`config.mk`:
```
export PLATFORM = sky130hd
export DESIGN_NAME = mem_arbiter_flat
export DESIGN_NICKNAME = d
export VERILOG_FILES = /design/src/rtl/mem_arbiter_if.sv /design/src/rtl/mem_arbiter.sv /design/src/flat_wrapper.sv
export SDC_FILE = /design/constraint.sdc
export NUM_CORES = 1
export LEC_CHECK = 0
export ABC_AREA = 0
export CAP_MARGIN = 20
export CORE_UTILIZATION = 40
export DETAILED_ROUTE_END_ITERATION = 10
export PLACE_DENSITY = 0.8
export SLEW_MARGIN = 30
export SYNTH_ARGS = -nofsm -noshare
export SYNTH_HDL_FRONTEND = slang
export SYNTH_SLANG_ARGS = --single-unit
```
`constraint.sdc`:
```
create_clock -name clk -period 9.2 [get_ports clk]
set_clock_uncertainty 0.1 [all_clocks]
set_input_delay 1.84 -clock clk [delete_from_list [all_inputs] [get_ports clk]]
set_output_delay 1.84 -clock clk [all_outputs]
set_load 0.05 [all_outputs]
```
`src/rtl/mem_arbiter_if.sv`:
```
// Bundle of the fetch port, the data port and the shared memory bus.
// The arbiter takes the slave side; requesters and memory sit on master.
interface mem_arbiter_if;
    logic [31:0] ibus_address;
    logic        ibus_rd;
    logic [31:0] ibus_rdata;
    logic        ibus_stall;

    logic [31:0] dbus_address;
    logic [31:0] dbus_wdata;
    logic        dbus_rd;
    logic        dbus_wr;
    logic [3:0]  dbus_byte_en;
    logic [31:0] dbus_rdata;
    logic        dbus_stall;

    logic [31:0] mem_address;
    logic [31:0] mem_wdata;
    logic        mem_rd;
    logic        mem_wr;
    logic [3:0]  mem_byte_en;
    logic [31:0] mem_rdata;
    logic        mem_ack;

    modport slave (
        input  ibus_address, ibus_rd,
        output ibus_rdata, ibus_stall,
        input  dbus_address, dbus_wdata, dbus_rd, dbus_wr, dbus_byte_en,
        output dbus_rdata, dbus_stall,
        output mem_address, mem_wdata, mem_rd, mem_wr, mem_byte_en,
        input  mem_rdata, mem_ack
    );

    modport master (
        output ibus_address, ibus_rd,
        input  ibus_rdata, ibus_stall,
        output dbus_address, dbus_wdata, dbus_rd, dbus_wr, dbus_byte_en,
        input  dbus_rdata, dbus_stall,
        input  mem_address, mem_wdata, mem_rd, mem_wr, mem_byte_en,
        output mem_rdata, mem_ack
    );
endinterface

```
`src/rtl/mem_arbiter.sv`:
```
// Two-port arbiter sharing one memory bus between fetch and load/store.
// Data port wins ties; a completed port yields to the other before re-grant.
module mem_arbiter (
    input  logic         clk,
    input  logic         rst,
    mem_arbiter_if.slave bus
);

    typedef enum logic [2:0] {
        IDLE,
        D_BUSY,
        D_DONE,
        I_BUSY,
        I_DONE
    } state_t;

    state_t      state_q;
    logic [31:0] mem_address_q;
    logic [31:0] mem_wdata_q;
    logic        mem_rd_q;
    logic        mem_wr_q;
    logic [3:0]  mem_byte_en_q;
    logic [31:0] ibus_rdata_q;
    logic [31:0] dbus_rdata_q;

    logic d_req;
    assign d_req = bus.dbus_rd | bus.dbus_wr;

    always_ff @(posedge clk or posedge rst) begin
        if (rst) begin
            state_q       <= IDLE;
            mem_address_q <= '0;
            mem_wdata_q   <= '0;
            mem_rd_q      <= 1'b0;
            mem_wr_q      <= 1'b0;
            mem_byte_en_q <= '0;
            ibus_rdata_q  <= '0;
            dbus_rdata_q  <= '0;
        end else begin
            case (state_q)
                IDLE, I_DONE: begin
                    if (d_req) begin
                        // a store wins if both strobes are raised
                        state_q       <= D_BUSY;
                        mem_address_q <= bus.dbus_address;
                        mem_wdata_q   <= bus.dbus_wdata;
                        mem_byte_en_q <= bus.dbus_byte_en;
                        mem_wr_q      <= bus.dbus_wr;
                        mem_rd_q      <= ~bus.dbus_wr;
                    end else if (bus.ibus_rd && state_q == IDLE) begin
                        state_q       <= I_BUSY;
                        mem_address_q <= bus.ibus_address;
                        mem_wdata_q   <= '0;
                        mem_byte_en_q <= 4'b1111;
                        mem_wr_q      <= 1'b0;
                        mem_rd_q      <= 1'b1;
                    end else begin
                        state_q <= IDLE;
                    end
                end
                D_DONE: begin
                    if (bus.ibus_rd) begin
                        state_q       <= I_BUSY;
                        mem_address_q <= bus.ibus_address;
                        mem_wdata_q   <= '0;
                        mem_byte_en_q <= 4'b1111;
                        mem_wr_q      <= 1'b0;
                        mem_rd_q      <= 1'b1;
                    end else begin
                        state_q <= IDLE;
                    end
                end
                D_BUSY, I_BUSY: begin
                    if (bus.mem_ack) begin
                        if (state_q == I_BUSY) begin
                            ibus_rdata_q <= bus.mem_rdata;
                        end else if (mem_rd_q) begin
                            dbus_rdata_q <= bus.mem_rdata;
                        end
                        state_q       <= (state_q == I_BUSY) ? I_DONE : D_DONE;
                        mem_address_q <= '0;
                        mem_wdata_q   <= '0;
                        mem_byte_en_q <= '0;
                        mem_rd_q      <= 1'b0;
                        mem_wr_q      <= 1'b0;
                    end
                end
                default: state_q <= IDLE;
            endcase
        end
    end

    assign bus.mem_address = mem_address_q;
    assign bus.mem_wdata   = mem_wdata_q;
    assign bus.mem_rd      = mem_rd_q;
    assign bus.mem_wr      = mem_wr_q;
    assign bus.mem_byte_en = mem_byte_en_q;
    assign bus.ibus_rdata  = ibus_rdata_q;
    assign bus.dbus_rdata  = dbus_rdata_q;
    assign bus.dbus_stall  = d_req & (state_q != D_DONE);
    assign bus.ibus_stall  = bus.ibus_rd & (state_q != I_DONE);

endmodule

```
`src/flat_wrapper.sv`:
```
// flat-port wrapper written by rule: the top's interface ports become plain ports
module mem_arbiter_flat 
  (clk, rst, bus_ibus_address, bus_ibus_rd, bus_ibus_rdata, bus_ibus_stall, bus_dbus_address, bus_dbus_wdata, bus_dbus_rd, bus_dbus_wr, bus_dbus_byte_en, bus_dbus_rdata, bus_dbus_stall, bus_mem_address, bus_mem_wdata, bus_mem_rd, bus_mem_wr, bus_mem_byte_en, bus_mem_rdata, bus_mem_ack);
  mem_arbiter_if bus_i ();
  input  logic clk;
  input  logic rst;
  input wire logic [$bits(bus_i.ibus_address)-1:0] bus_ibus_address;
  input wire logic [$bits(bus_i.ibus_rd)-1:0] bus_ibus_rd;
  output wire logic [$bits(bus_i.ibus_rdata)-1:0] bus_ibus_rdata;
  output wire logic [$bits(bus_i.ibus_stall)-1:0] bus_ibus_stall;
  input wire logic [$bits(bus_i.dbus_address)-1:0] bus_dbus_address;
  input wire logic [$bits(bus_i.dbus_wdata)-1:0] bus_dbus_wdata;
  input wire logic [$bits(bus_i.dbus_rd)-1:0] bus_dbus_rd;
  input wire logic [$bits(bus_i.dbus_wr)-1:0] bus_dbus_wr;
  input wire logic [$bits(bus_i.dbus_byte_en)-1:0] bus_dbus_byte_en;
  output wire logic [$bits(bus_i.dbus_rdata)-1:0] bus_dbus_rdata;
  output wire logic [$bits(bus_i.dbus_stall)-1:0] bus_dbus_stall;
  output wire logic [$bits(bus_i.mem_address)-1:0] bus_mem_address;
  output wire logic [$bits(bus_i.mem_wdata)-1:0] bus_mem_wdata;
  output wire logic [$bits(bus_i.mem_rd)-1:0] bus_mem_rd;
  output wire logic [$bits(bus_i.mem_wr)-1:0] bus_mem_wr;
  output wire logic [$bits(bus_i.mem_byte_en)-1:0] bus_mem_byte_en;
  input wire logic [$bits(bus_i.mem_rdata)-1:0] bus_mem_rdata;
  input wire logic [$bits(bus_i.mem_ack)-1:0] bus_mem_ack;
  assign bus_i.ibus_address = bus_ibus_address;
  assign bus_i.ibus_rd = bus_ibus_rd;
  assign bus_ibus_rdata = bus_i.ibus_rdata;
  assign bus_ibus_stall = bus_i.ibus_stall;
  assign bus_i.dbus_address = bus_dbus_address;
  assign bus_i.dbus_wdata = bus_dbus_wdata;
  assign bus_i.dbus_rd = bus_dbus_rd;
  assign bus_i.dbus_wr = bus_dbus_wr;
  assign bus_i.dbus_byte_en = bus_dbus_byte_en;
  assign bus_dbus_rdata = bus_i.dbus_rdata;
  assign bus_dbus_stall = bus_i.dbus_stall;
  assign bus_mem_address = bus_i.mem_address;
  assign bus_mem_wdata = bus_i.mem_wdata;
  assign bus_mem_rd = bus_i.mem_rd;
  assign bus_mem_wr = bus_i.mem_wr;
  assign bus_mem_byte_en = bus_i.mem_byte_en;
  assign bus_i.mem_rdata = bus_mem_rdata;
  assign bus_i.mem_ack = bus_mem_ack;
  mem_arbiter u_core (.clk(clk), .rst(rst), .bus(bus_i));
endmodule
```
==> impl_metrics.tcl, run 1 <==
set metrics [dict create \
    portBuffers 273 \
    grt.overflow.total 0 \
    antenna_found_initial 0 \
    synth_seq_cells 137 \
    ant_nets 0 \
    hold_path.class "flop to flop" \
    crit_required_ns 7.26 \
    grt_pass1_vias 5371 \
    rows 44 \
    synth.most_common_cell "dfrtp_1" \
    hold_start "u_core.bus.mem_wdata[24]" \
    synth-edff-count 0 \
    diodes 0 \
    rsz0062_at_grt "no" \
    r2r_setup_slack_ns 6.56 \
    endpoint_kind "primary output" \
    peakVddDrop_v 0.000248 \
    grt_pass1_wl_um 28800 \
    synth_compound_area_frac 0.197 \
    cts_hold_buf 0 \
    r2r-start "u_core.state_q[0]" \
    wire_per_inst_um 20.0 \
    worstRegToRegCells 5 \
    clkTransAtPathRegs_ns 0.06 \
    areaGrowthSynthToFinish_pct 56.1 \
    power_frac_clock 0.150 \
    design.core.area_mm2 0.0145 \
    fmax_ghz 0.177 \
    ys_types 39 \
    worstMarginPinSlew_ns 0.810 \
    syn_area_mm2 0.00597 \
    syn_area_per_cell_um2 13.0 \
    dr.pass1.iters 5 \
    startpoint_type "primary input" \
    clk_latency_ns 0.41 \
    hold_viol_final 0 \
    placedCellCount 870 \
    yosys.area_share.simple 0.0438 \
    async_reset_ff_frac 1.00 \
    grt_max_degree 100 \
    cts_setup_buffers 0 \
    cts_resized 0 \
    p_per_area_mw_per_mm2 459 \
    outcome "finished clean" \
    ys_warn_count 0 \
    start_util 0.411 \
    tns_ns 0 \
    routabilityCongestion 0.802 \
    holdPathEnd "u_core.bus.mem_wdata[24]" \
    crit_arrival_ns 3.69 \
    min_path_cells 1 \
    pin_count 274 \
    drtIter0Drc 415 \
    p_leak_uw 0.00369 \
    vias 5289 \
    relSlewSlack 0.459 \
    final_layout_size_suffix_gt1_frac 0.164 \
    tritoncts "done" \
    synthAdderAreaFrac 0 \
    cts_root_buffer "clkbuf_16" \
    p_switching_uw 2090 \
    ys.flop_type "dfrtp_1" \
    rr_endpoint "u_core.bus.mem_byte_en[1]" \
    die_area_mm2 0.0154 \
    vias_per_cell 5.86 \
    die_y_um 124 \
    synthDominantCellAreaShare 0.574 \
    setup_viol 0 \
    die_width_um 124 \
    fin_cells 903 \
    synthTopCellsByArea "dfrtp_1 (57%), mux2_2 (11%), a32o_1 (5.5%)" \
    clk_path_buf_depth 2 \
    critPathKind "primary input to primary output" \
    synth-xor-area-share 0 \
    synth_common_cells "dfrtp_1 (137), mux2_2 (61), a32o_1 (33)" \
    switching_share 0.488 \
    cp_max_fo 39 \
    grt_usage 0.235 \
    drv_slew 0 \
    fin_nets 844 \
    cts_made_buffers 17 \
    power_frac_seq 0.255 \
    yosysTopAreaCell "dfrtp_1" \
    synth_top_family_by_area "compound AO/OA/AOI/OAI gates" \
    post-route-period-util 0.612 \
    dp.final_hpwl_um 12100 \
    postLayoutCoreUtil 0.642 \
    p_int_uw 2190 \
    muxShareOfSynthArea 0.133 \
    h-tree-depth 4 \
    comb_power_share 0.595 \
    syn-num-nets 597 \
    drc 0 \
    wirelength_um 18000 \
    clock_sinks 137 \
    syn_inst 459 \
    maxCapViolations 0 \
    period_needed_ns 5.63 \
    seq_area_frac_synth 0.574 \
]
## how the worst max path moves through the flow
stage | startpoint | endpoint | slack (ns) | cells past startpoint
2_1_floorplan | rst | u_core.bus.dbus_rdata[0] | 3.59 | 1
3_3_place_gp | bus_dbus_wr | bus_dbus_stall | 3.60 | 5
3_5_place_dp | bus_dbus_wr | bus_dbus_stall | 3.60 | 5
4_1_cts | bus_dbus_wr | bus_dbus_stall | 3.58 | 5
5_1_grt | bus_dbus_wr | bus_dbus_stall | 3.50 | 5
6_report | bus_dbus_wr | bus_dbus_stall | 3.57 | 5
## state kept, by name, summed over array words and instances (netlist names)
name / cells
u_core.bus.mem_wr: 1
u_core.bus.mem_address: 32
u_core.bus.mem_rd: 1
u_core.bus.mem_wdata: 32
u_core.state_q: 3
u_core.bus.ibus_rdata: 32
u_core.bus.dbus_rdata: 32
u_core.bus.mem_byte_en: 4
## per-stage QoR
stage,area [um2],setup slack [ns],hold WS (ns),power (uW)
floorplan,5970,3.59,0.484,2810
global placement,8730,3.60,0.369,3580
detailed placement,8730,3.60,0.377,3640
CTS,9300,3.58,0.394,4300
global route,9330,3.50,0.401,4460
finish,9330,3.57,0.389,4280
## layout by cell type, fill, tap and decap left out, drive strengths merged, types with 2 or more instances in the layout
cell type / synthesis / final
clkbuf: 22 / 19
clkdlybuf4s50: 0 / 273
o31a: 4 / 4
nor2b: 2 / 2
a31oi: 32 / 32
nor2: 5 / 5
a21oi: 2 / 2
clkinvlp: 0 / 5
a221oi: 32 / 32
o211ai: 32 / 32
buf: 33 / 10
mux2: 69 / 69
a32o: 33 / 33
or2: 2 / 2
nand3: 33 / 33
clkinv: 1 / 4
dfrtp: 137 / 137
nand2: 2 / 2
inv: 4 / 8
## per-layer routing
layer  vias up  GRT usage  routed length [um]
met5         -          0                   0
met4         0      0.116                 637
met3        51     0.0672                1300
met2       268      0.396                9280
met1      2672      0.272                6840
li1       2298          -                   -
## final cells by class
class | count | area [um2]
Inverter | 5 | 21.3
Timing Repair Buffer | 283 | 2830
Sequential cell | 137 | 3430
Clock inverter | 13 | 121
Tap cell | 184 | 230
Fill cell | 1151 | 5210
Multi-Input combinational cell | 262 | 2250
Clock buffer | 19 | 443
## worst max-delay path: stages
cell,delay (ns)
clkdlybuf4s50_1,0.55
nor2_2,0.06
buf_4,0.27
nor2_1,0.15
clkdlybuf4s50_1,0.82
## power groups by stage
stage / clock network [uW] / registers (uW) / logic [uW]
finish: 642 / 1090 / 2540
global route: 682 / 1130 / 2640
CTS: 654 / 1090 / 2550
detailed placement: 0 / 1100 / 2550
global placement: 0 / 1080 / 2510
floorplan: 0 / 2100 / 712
## kinds of logic after synthesis
logic type      Yosys count
compound gates          145
flops                   137
mux                      69
buf+inv                  60
simple gates             48
No activity file was read; power rests on OpenSTA's default activity.
==> inputs of run 2 (changes only) <==
Settings changed: CORE_UTILIZATION 40 to 38, PLACE_DENSITY 0.8 to 0.79.
Clock period 9.2 ns to 4.7 ns, I/O delays scaled along.
==> impl_metrics.tcl, run 2 (synthesized netlist as in run 1, its figures left out) <==
set metrics [dict create \
    grt_pass1_wl_um 27700 \
    fin_nets 846 \
    drtIter0Drc 426 \
    cts_made_buffers 17 \
    outcome "finished clean" \
    rows 45 \
    diodes 0 \
    cts_root_buffer "clkbuf_16" \
    postLayoutCoreUtil 0.615 \
    wire_per_inst_um 19.3 \
    final.setup.worst_slack_ns 1.01 \
    areaGrowthSynthToFinish_pct 57.1 \
    die_width_um 127 \
    endpoint_kind "primary output" \
    grt_max_degree 81 \
    h-tree-depth 4 \
    drc 0 \
    final_layout_size_suffix_gt1_frac 0.166 \
    crit_path_top_delay_cell "clkdlybuf4s50_1" \
    clkTransAtPathRegs_ns 0.06 \
    ant_nets 0 \
    grt_usage 0.222 \
    dp.final_hpwl_um 12300 \
    hold_path.class "flop to flop" \
    worstMarginPinSlew_ns 0.914 \
    peakVddDrop_v 0.000522 \
    vias_per_cell 5.63 \
    rsz0062_at_grt "no" \
    setup_viol 0 \
    pin_count 274 \
    crit_arrival_ns 2.65 \
    tns_ns 0 \
    wirelength_um 18000 \
    cts_hold_buf 0 \
    startpoint_type "primary input" \
    p_per_area_mw_per_mm2 891 \
    die_y_um 127 \
    cts_setup_buffers 0 \
    period_needed_ns 3.69 \
    clk_latency_ns 0.41 \
    clock_sinks 137 \
    tritoncts "done" \
    start_util 0.391 \
    cp_max_fo 5 \
    crit_chain "clkdlybuf4s50_1, a21boi_0, clkdlybuf4s50_1" \
    antenna_found_initial 0 \
    hold_viol_final 0 \
    grt_pass1_vias 5163 \
    design.core.area_mm2 0.0153 \
    drv_slew 0 \
    relSlewSlack 0.390 \
    die_area_mm2 0.0162 \
    grt.overflow.total 0 \
    post-route-period-util 0.785 \
    vias 5250 \
    cpMostUsedCell "clkdlybuf4s50_1" \
    portBuffers 273 \
    crit_required_ns 3.66 \
    layout_common_cells "clkdlybuf4s50_1 (273), dfrtp_1 (137), mux2_2 (61)" \
    cts_resized 0 \
    layout_commonest_cell "clkdlybuf4s50_1" \
    clk_path_buf_depth 2 \
    dp_slack_ns 1.04 \
    dr.pass1.iters 6 \
    critPathKind "primary input to primary output" \
    routabilityCongestion 0.842 \
    fmax_ghz 0.271 \
    maxCapViolations 0 \
    p_leak_uw 0.00370 \
    critPathMaxStageDelay_ns 0.86 \
]
run 2: layer usage:
metal | up-vias | wire length (um) | global-route usage
li1 | 2313 | - | -
met1 | 2598 | 6800 | 0.261
met2 | 303 | 9060 | 0.377
met3 | 36 | 1660 | 0.0745
met4 | 0 | 420 | 0.0798
met5 | - | 0 | 0
run 2: path summary, 6_finish.rpt:
check	start	cells past startpoint	endpoint	slack [ns]
min in group asynchronous	rst	2	u_core.bus.dbus_rdata[16]	0.93
setup reg to reg	u_core.state_q[0]	5	u_core.bus.mem_address[2]	1.81
hold reg to reg	u_core.bus.mem_wdata[31]	1	u_core.bus.mem_wdata[31]	0.39
max in group asynchronous	rst	3	u_core.bus.mem_wdata[0]	2.76
hold / removal	u_core.bus.mem_wdata[31]	1	u_core.bus.mem_wdata[31]	0.39
setup / recovery	bus_ibus_rd	3	bus_ibus_stall	1.01
run 2: critical path: cells and delay by family:
family / cells / cell delay (ns)
compound gates: 1 / 0.30
buf+inv: 2 / 1.41
run 2: final cells by class:
cell class,count,area [um2]
timing repair buffer,285,2850
clock buffer,21,480
inverter,5,22.5
multi-input combinational,262,2260
tap,211,264
sequential,137,3430
fill,1180,5870
clock inverter,11,87.6
run 2: report_power, final:
part | internal [uW] | leakage [uW] | switching, uW | total [uW]
Clock | 737 | 0.000269 | 511 | 1250
Sequential | 1780 | 0.00168 | 371 | 2150
Combinational | 1770 | 0.00175 | 3200 | 4970
Total | 4280 | 0.00370 | 4080 | 8360
run 2: per-stage QoR:
stage | instances | instance area, um2 | power, uW | hold slack [ns]
3_3_place_gp | 900 | 8810 | 7010 | 0.370
6_report | 932 | 9390 | 8360 | 0.390
4_1_cts | 932 | 9390 | 8410 | 0.393
2_1_floorplan | 459 | 5980 | 5490 | 0.484
5_1_grt | 932 | 9390 | 8720 | 0.412
3_5_place_dp | 900 | 8820 | 7130 | 0.381
